<file path="src/rtl/uart_rx_fifo.sv">
// uart_rx_fifo: receive buffer with 16550-style FIFO or single holding register,
// line-status flags, trigger level and character-timeout indication.
module uart_rx_fifo #(
    parameter int DEPTH          = 16,
    parameter int ADDR_W         = 4,
    parameter int TIMEOUT_CYCLES = 640,
    parameter int TMO_W          = 10
) (
    input  logic              bclk_in,
    input  logic              rstn_in,
    input  logic              char_valid_in,
    input  logic [7:0]        char_data_in,
    input  logic              parity_err_in,
    input  logic              frame_err_in,
    input  logic              break_in,
    input  logic              fen_in,
    input  logic              fifo_clr_in,
    input  logic [1:0]        trig_lvl_in,
    input  logic              rd_en_in,
    input  logic              lsr_rd_in,
    output logic [7:0]        rbr_out,
    output logic              dr_out,
    output logic              oe_out,
    output logic              pe_out,
    output logic              fe_out,
    output logic              bi_out,
    output logic              fifo_err_out,
    output logic              trig_out,
    output logic              timeout_out,
    output logic [ADDR_W:0]   count_out
);
    logic [10:0]       r_mem [DEPTH];
    logic [ADDR_W-1:0] r_wr_ptr, r_rd_ptr;
    logic [ADDR_W:0]   r_count, r_err_cnt;
    logic [TMO_W-1:0]  r_tmo;
    logic              r_oe, r_fen;
    logic [ADDR_W:0]   w_cap, w_trig_n;
    logic [10:0]       w_head;
    logic              w_empty, w_flush, w_pop, w_push, w_ovr;
    logic              w_push_err, w_pop_err, w_tmo_run, w_tmo_hit;

    always_comb begin
        w_cap      = fen_in ? (ADDR_W+1)'(DEPTH) : (ADDR_W+1)'(1);
        w_trig_n   = trig_lvl_in == 2'd0 ? (ADDR_W+1)'(1) :
                     trig_lvl_in == 2'd1 ? (ADDR_W+1)'(4) :
                     trig_lvl_in == 2'd2 ? (ADDR_W+1)'(8) : (ADDR_W+1)'(14);
        w_head     = r_mem[r_rd_ptr];
        w_empty    = r_count == '0;
        // A change of mode is treated exactly like an explicit flush request
        w_flush    = fifo_clr_in | (fen_in != r_fen);
        w_pop      = rd_en_in & ~w_empty & ~w_flush;
        w_push     = char_valid_in & ~w_flush & ((r_count < w_cap) | w_pop);
        w_ovr      = char_valid_in & ~w_flush & ~w_push;
        w_push_err = w_push & (parity_err_in | frame_err_in | break_in);
        w_pop_err  = w_pop & |w_head[10:8];
        w_tmo_run  = fen_in & ~w_empty & (r_count < w_trig_n);
        w_tmo_hit  = r_tmo == TMO_W'(TIMEOUT_CYCLES);
    end

    always_ff @(posedge bclk_in or negedge rstn_in) begin
        if (!rstn_in) begin
            r_wr_ptr  <= '0;
            r_rd_ptr  <= '0;
            r_count   <= '0;
            r_err_cnt <= '0;
            r_tmo     <= '0;
            r_oe      <= 1'b0;
            r_fen     <= 1'b0;
        end else begin
            r_fen <= fen_in;
            r_oe  <= w_ovr ? 1'b1 : lsr_rd_in ? 1'b0 : r_oe;
            if (w_flush) begin
                r_wr_ptr  <= '0;
                r_rd_ptr  <= '0;
                r_count   <= '0;
                r_err_cnt <= '0;
                r_tmo     <= '0;
            end else begin
                r_wr_ptr  <= r_wr_ptr + ADDR_W'(w_push);
                r_rd_ptr  <= r_rd_ptr + ADDR_W'(w_pop);
                r_count   <= r_count + (ADDR_W+1)'(w_push) - (ADDR_W+1)'(w_pop);
                r_err_cnt <= r_err_cnt + (ADDR_W+1)'(w_push_err) - (ADDR_W+1)'(w_pop_err);
                r_tmo     <= (w_push | w_pop | ~w_tmo_run) ? '0 :
                             w_tmo_hit ? r_tmo : r_tmo + TMO_W'(1);
            end
        end
    end

    always_ff @(posedge bclk_in) begin
        if (w_push)
            r_mem[r_wr_ptr] <= {break_in, frame_err_in, parity_err_in, char_data_in};
    end

    always_comb begin
        rbr_out      = w_empty ? 8'h00 : w_head[7:0];
        pe_out       = ~w_empty & w_head[8];
        fe_out       = ~w_empty & w_head[9];
        bi_out       = ~w_empty & w_head[10];
        dr_out       = ~w_empty;
        oe_out       = r_oe;
        fifo_err_out = r_err_cnt != '0;
        trig_out     = fen_in ? (r_count >= w_trig_n) : ~w_empty;
        timeout_out  = fen_in & w_tmo_hit;
        count_out    = r_count;
    end
endmodule
</file>
<file path="config.mk">
export PLATFORM = sky130hd
export DESIGN_NAME = uart_rx_fifo
export DESIGN_NICKNAME = d
export VERILOG_FILES = /design/src/rtl/uart_rx_fifo.sv
export SDC_FILE = /design/constraint.sdc
export NUM_CORES = 1
export LEC_CHECK = 0
export ABC_AREA = 1
export CAP_MARGIN = 25
export CORE_MARGIN = 5
export CORE_UTILIZATION = 50
export CTS_BUF_LIST = sky130_fd_sc_hd__clkbuf_4 sky130_fd_sc_hd__clkbuf_8
export CTS_CLUSTER_DIAMETER = 80
export DETAILED_ROUTE_END_ITERATION = 7
export MAX_ROUTING_LAYER = met4
export PLACE_DENSITY = 0.79
export SETUP_SLACK_MARGIN = 0.05
export SYNTH_ARGS = -nofsm -noshare
export SYNTH_HDL_FRONTEND = slang
export SYNTH_SLANG_ARGS = --single-unit
</file>
<file path="constraint.sdc">
create_clock -name bclk_in -period 2.7 [get_ports bclk_in]
set_input_delay 0.675 -clock bclk_in [delete_from_list [all_inputs] [get_ports bclk_in]]
set_output_delay 0.675 -clock bclk_in [all_outputs]
set_load 0.01 [all_outputs]
</file>
==> flow_summary.ini, run 1 <==
[outcome]
outcome = finished with violations
violations = negative setup slack

[yosys]
synth.distinct_cells = 35
synthTopCellsByArea = edfxtp_1, dfrtp_1, nor2_1, o21ai_0, ha_1
ys_ff_latch = 206
synth_common_cells = edfxtp_1, nor2_1, o21ai_0, nand2_1, inv_1
synth_area_mm2 = 0.00905
synth_most_common_cell = edfxtp_1
syn_nets = 852
yosys_warnings = 0
ys.flop_type = edfxtp_1
seq_area_frac_synth_pct = 66.7
synth-edff-count = 176
synth_cells = 805
synth_top_area_cell = edfxtp_1
synth_top_area_share_pct = 58.4
syn_avg_cell_area_um2 = 11.2
async_reset_ff_share_pct = 14.6

[sta]
finalHoldViolations = 0
fin_ws_ns = -0.496
fin_crit_sh_pct = 118
slew-limit-headroom_pct = 56.0
rsz0062_at_grt = yes
hold-worst-slack_ns = 0.529
fmax_mhz = 313
fin_crit_ns = 3.20
report.final.slew_viol_count = 0
finClkSkew_ns = 0.0227
tightestPinTransition_ns = 0.657
setup_viol = 15

[placement]
place_hpwl_um = 13700
dp.cells = 1133
routabilityCongestion = 0.843
post_dp_cell_area_mm2 = 0.0105
portBuffers = 40

[layout]
fill_cells = 1154
final_util_pct = 67.1
instances_no_fill = 1237
layout-drive-gt1-share_pct = 30.6
num_antenna_cells = 0
area_growth_pct = 32.7
fin_area_mm2 = 0.0120
final_nets = 1033

[power]
switching_share_pct = 22.0
clock_power_share_pct = 39.6
peakVddDrop_mv = 0.305
leakagePower_nw = 4.68
p_switching_mw = 1.43
power-per-cell-area_mw_per_mm2 = 540
p_int_mw = 5.06
power_frac_seq_pct = 53.7
pwr-share-comb_pct = 6.7

[clocking]
cts_buffers = 34
clk_pin_slew_ns = 0.06
hold_buffers = 0
clock_sinks = 206
clk_latency_ns = 0.52
clk_path_buf_depth = 3
cts_tree = done
htreeDepth = 2
clockRootBuffer = clkbuf_8

[setup_path]
r2r.worst_path.cells = 20
path_class = flop to primary output
crit_arrival_ns = 2.52
critPathRequiredTime_ns = 2.03
critPathCaptureType = primary output
worstSetupStartpointType = flop
worst-r2r-setup-slack_ns = -0.34
cp_max_fo = 8

[floorplan]
initial_core_util_pct = 50.6
rows = 49
dieWidth_um = 145
num_io_pins = 41
die_h_um = 145
core_mm2 = 0.0179
die-area_mm2 = 0.0209

[global_route]
antenna_found_initial = 0
use_met2_pct = 38.8
overflow = 0
grt_pass1_vias = 6946
grt_pass1_wl_um = 36200
grt_max_degree = 31
use_met3_pct = 4.03
busiest_layer = met2
track_usage_pct = 23.3
gr-usage-met1_pct = 27.6

[detailed_routing]
ant_nets = 0
vias_per_cell = 5.69
drt_wl_total_um = 25100
dr.pass1.iters = 5
routed-via-count = 7038
drc = 0
wl_per_cell_um = 20.3
drt_iter0_drc = 666

[flow_run]
drv_cap = 0

[hold_path]
whs_path_depth = 2
hold_path_class = flop to flop
flip-flops by register name, indices dropped and copies added, names as in the netlist:
| name | count |
|---|---|
| count_out | 5 |
| r_tmo | 10 |
| r_err_cnt | 5 |
| r_fen | 1 |
| r_mem | 176 |
| r_wr_ptr | 4 |
| oe_out | 1 |
| r_rd_ptr | 4 |
stage by stage:
step	setup WS, ns	setup TNS [ns]	total power, mW
floorplan	-0.175	-0.213	3.67
global placement	-0.794	-40.42	3.88
detailed placement	-0.866	-46.82	3.88
CTS	-0.190	-1.74	6.46
global route	-0.561	-5.15	6.71
finish	-0.496	-3.57	6.48
layout by cell type, fill, tap and decap left out, drive strengths merged:
| master | instances |
|---|---|
| a31oi | 2 |
| nand4 | 8 |
| o21ba | 1 |
| fa | 2 |
| nand2 | 82 |
| o221ai | 1 |
| a21oi | 21 |
| o21ai | 87 |
| xor2 | 6 |
| bufbuf | 1 |
| o31ai | 1 |
| nor3b | 1 |
| ha | 25 |
| clkdlybuf4s50 | 23 |
| dfrtp | 30 |
| edfxtp | 176 |
| nor3 | 3 |
| dlygate4sd2 | 4 |
| o21bai | 1 |
| buf | 152 |
| nor4 | 1 |
| nand3 | 47 |
| xnor2 | 4 |
| nor2 | 159 |
| inv | 75 |
| a21o | 1 |
| o211ai | 34 |
| clkbuf | 48 |
| clkinv | 12 |
power by group through the flow:
stage | logic, mW | clock network (mW) | registers (mW)
3_5_place_dp | 0.338 | 0 | 3.54
4_1_cts | 0.385 | 2.60 | 3.48
2_1_floorplan | 0.126 | 0 | 3.55
5_1_grt | 0.460 | 2.77 | 3.48
3_3_place_gp | 0.331 | 0 | 3.54
6_report | 0.433 | 2.57 | 3.48
critical path, cell delays in order, from the launching register on:
cell      delay (ns)
dfrtp_2         0.43
buf_12          0.17
buf_4           0.13
buf_8           0.10
buf_6           0.15
o21ai_0         0.18
o211ai_1        0.30
nand3_1         0.20
a21oi_2         0.19
buf_2           0.15
metal layers:
layer | vias to the layer above | part of all wire [%]
met4 | 0 | 3.9
li1 | 3161 | -
met3 | 78 | 7.6
met2 | 377 | 51
met1 | 3422 | 37
met5 | - | 0
layout make-up:
class / instances / area [um2] / area share (%)
sequential: 206 / 6040 / 50.2
clock inverter: 11 / 46.3 / 0.385
clock buffer: 47 / 584 / 4.86
inverter: 76 / 307 / 2.55
timing repair buffer: 181 / 1770 / 14.7
tap: 229 / 287 / 2.38
multi-input combinational: 487 / 2990 / 24.9
kinds of logic (layout without fill, tap and decap cells):
| family | Yosys count | after routing | synth area share [%] |
|---|---|---|---|
| flops | 206 | 206 | 66.7 |
| compound gates | 149 | 149 | 9.38 |
| simple gates | 301 | 301 | 14.2 |
| fa+ha+maj | 27 | 27 | 3.90 |
| buf+inv | 112 | 315 | 4.92 |
| xor+xnor | 10 | 10 | 0.967 |
path summary, 6_finish.rpt:
kind                             startpoint            to
worst max register to register  r_rd_ptr[0]  r_err_cnt[4]
worst min-delay path                 oe_out        oe_out
max in group asynchronous           rstn_in   r_rd_ptr[0]
worst min register to register       oe_out        oe_out
min in group asynchronous           rstn_in  r_err_cnt[1]
worst max-delay path            r_rd_ptr[0]    rbr_out[4]
repair_timing:
item | 4_1_cts | 5_1_grt
cloned | 6 | 0
setup endpoints to repair | 22 | 26
pin swaps | 52 | 73
buffers inserted | 34 | 19
gates resized for setup | 147 | 75
Note: power is estimated with default switching activity, not from simulation.
==> run 2, diff against run 1 <==
==> constraint.sdc (replaced) <==
create_clock -name bclk_in -period 2.7 [get_ports bclk_in]
set_input_delay 0.675 -clock bclk_in [delete_from_list [all_inputs] [get_ports bclk_in]]
set_output_delay 0.675 -clock bclk_in [all_outputs]
set_load 0.02 [all_outputs]
==> flow_summary.ini, run 2 (same netlist as run 1, synthesis figures left out) <==
[global_route]
grt_pass1_vias = 6771
antenna_found_initial = 0
grt_max_degree = 31
track_usage_pct = 22.4
overflow = 0
grt_pass1_wl_um = 35000

[setup_path]
path_class = flop to flop
worst-r2r-setup-slack_ns = -0.21
worstSetupStartpointType = flop
rr_startpoint = r_rd_ptr[0]
crit_arrival_ns = 3.37
critPathRequiredTime_ns = 3.15
timing.rr.end = r_err_cnt[4]
r2r.worst_path.cells = 20
cp_max_fo = 6
critPathCaptureType = flop

[clocking]
htreeDepth = 2
clock_sinks = 206
clockRootBuffer = clkbuf_8
cts_buffers = 35
cts_tree = done
clk_pin_slew_ns = 0.06
hold_buffers = 0
clk_latency_ns = 0.52
clk_path_buf_depth = 3

[detailed_routing]
drc = 0
vias_per_cell = 5.47
drt_wl_total_um = 22300
wl_per_cell_um = 18.6
routed-via-count = 6584
drt_iter0_drc = 471
ant_nets = 0
dr.pass1.iters = 5

[floorplan]
die_h_um = 145
initial_core_util_pct = 50.6
die-area_mm2 = 0.0209
rows = 49
dieWidth_um = 145
num_io_pins = 41
core_mm2 = 0.0179

[power]
leakagePower_nw = 4.48
peakVddDrop_mv = 0.362
power-per-cell-area_mw_per_mm2 = 560
finalPower_mw = 6.53

[hold_path]
hold_path_class = input pin to flop
hold_path_end = r_fen
holdCritStartpoint = fen_in
whs_path_depth = 2

[layout]
layout_common_cells = edfxtp_1, nor2_1, buf_4
fin_area_mm2 = 0.0117
biggestRegsByFlops = r_mem (176), r_tmo (10)
num_antenna_cells = 0
multi_input_comb_area_mm2 = 0.00290
layout-drive-gt1-share_pct = 27.1
largest_register = r_mem
fill_cells = 1225
largest_reg_flops = 176
area_growth_pct = 28.7
final_nets = 998
final_common_cell = edfxtp_1
instances_no_fill = 1204
final-seq-area_mm2 = 0.00604

[sta]
slew-limit-headroom_pct = 58.3
tightestPinTransition_ns = 0.623
fin_crit_sh_pct = 108
rsz0062_at_grt = yes
finClkSkew_ns = 0.0279
report.final.slew_viol_count = 0
finalHoldViolations = 0
fin_ws_ns = -0.214
hold-worst-slack_ns = 0.522
setup_viol = 14
fin_crit_ns = 2.91
fmax_mhz = 343
setup_tns_ns = -1.87

[placement]
dp.cells = 1123
place_hpwl_um = 14000
routabilityCongestion = 0.933
portBuffers = 40
post_dp_cell_area_mm2 = 0.0104

[outcome]
violations = negative setup slack
outcome = finished with violations

[flow_run]
drv_cap = 0
[run 2: cell types whose count changed in the layout (fill, tap and decap cells not counted), sizes merged]
| cell | change |
|---|---|
| clkbuf | +3 |
| bufbuf | -1 |
| clkdlybuf4s50 | -1 |
| buf | -35 |
| clkinv | -2 |
| clkinvlp | +2 |
| clkdlybuf4s15 | +1 |
| dlygate4sd2 | -1 |
| dlymetal6s2s | +1 |
[run 2: worst max-delay path by stage]
| stage | startpoint | to | slack [ns] | cells past startpoint |
|---|---|---|---|---|
| floorplan | fen_in | r_err_cnt[4] | -0.17 | 18 |
| CTS | r_rd_ptr[0] | rbr_out[3] | -0.16 | 8 |
| global placement | fen_in | r_err_cnt[4] | -0.82 | 19 |
| finish | r_rd_ptr[0] | r_err_cnt[4] | -0.21 | 20 |
| global route | r_rd_ptr[0] | r_err_cnt[4] | -0.39 | 20 |
| detailed placement | fen_in | r_err_cnt[4] | -0.89 | 19 |
[run 2: stage by stage]
step / setup WS [ns] / util (%)
2_1_floorplan: -0.169 / -
3_3_place_gp: -0.818 / 57.9
3_5_place_dp: -0.889 / 57.9
4_1_cts: -0.159 / 63.9
5_1_grt: -0.391 / 65.1
6_report: -0.214 / 65.1
[run 2: final cells by class]
class                           instances  share of cell area, %
Timing Repair Buffer                  145                   12.6
Tap cell                              229                   2.46
Clock inverter                         11                  0.451
Sequential cell                       206                   51.8
Inverter                               76                   2.66
Multi-Input combinational cell        487                   24.8
Clock buffer                           50                   5.15
[run 2: power breakdown]
part           switching [mW]  internal, mW
clock network            1.20          1.43
logic                   0.234         0.177
registers             0.00974          3.47
[run 2: worst max-delay path, cell delays in order, from the launching register on]
cell and delay (ns):
dfrtp_2 0.50, buf_8 0.18, buf_6 0.10, nor2_1 0.04, nor2_1 0.11, o21ai_1 0.10, nand3_1 0.08, nand3_2 0.10
nand2_1 0.08, inv_2 0.05, a21oi_2 0.15, ha_1 0.24, inv_1 0.06, ha_2 0.17, inv_2 0.04, fa_2 0.35
inv_2 0.07, a21oi_2 0.05, o21ai_1 0.16, o21ai_1 0.09, a21oi_1 0.11
[run 2: layer usage]
layer | wire length [um] | track usage, % | vias to the layer above
met2 | 11700 | 37.8 | 261
met3 | 1450 | 4.27 | 66
met1 | 8460 | 26.9 | 3165
li1 | - | - | 3092
met5 | 0 | - | -
met4 | 711 | 8.25 | 0
[run 2: what timing repair did]
action	4_1_cts	5_1_grt
cloned	3	0
buffers inserted	13	7
endpoints found under the setup margin	22	19
gates resized for setup	154	60
pin swaps	36	41
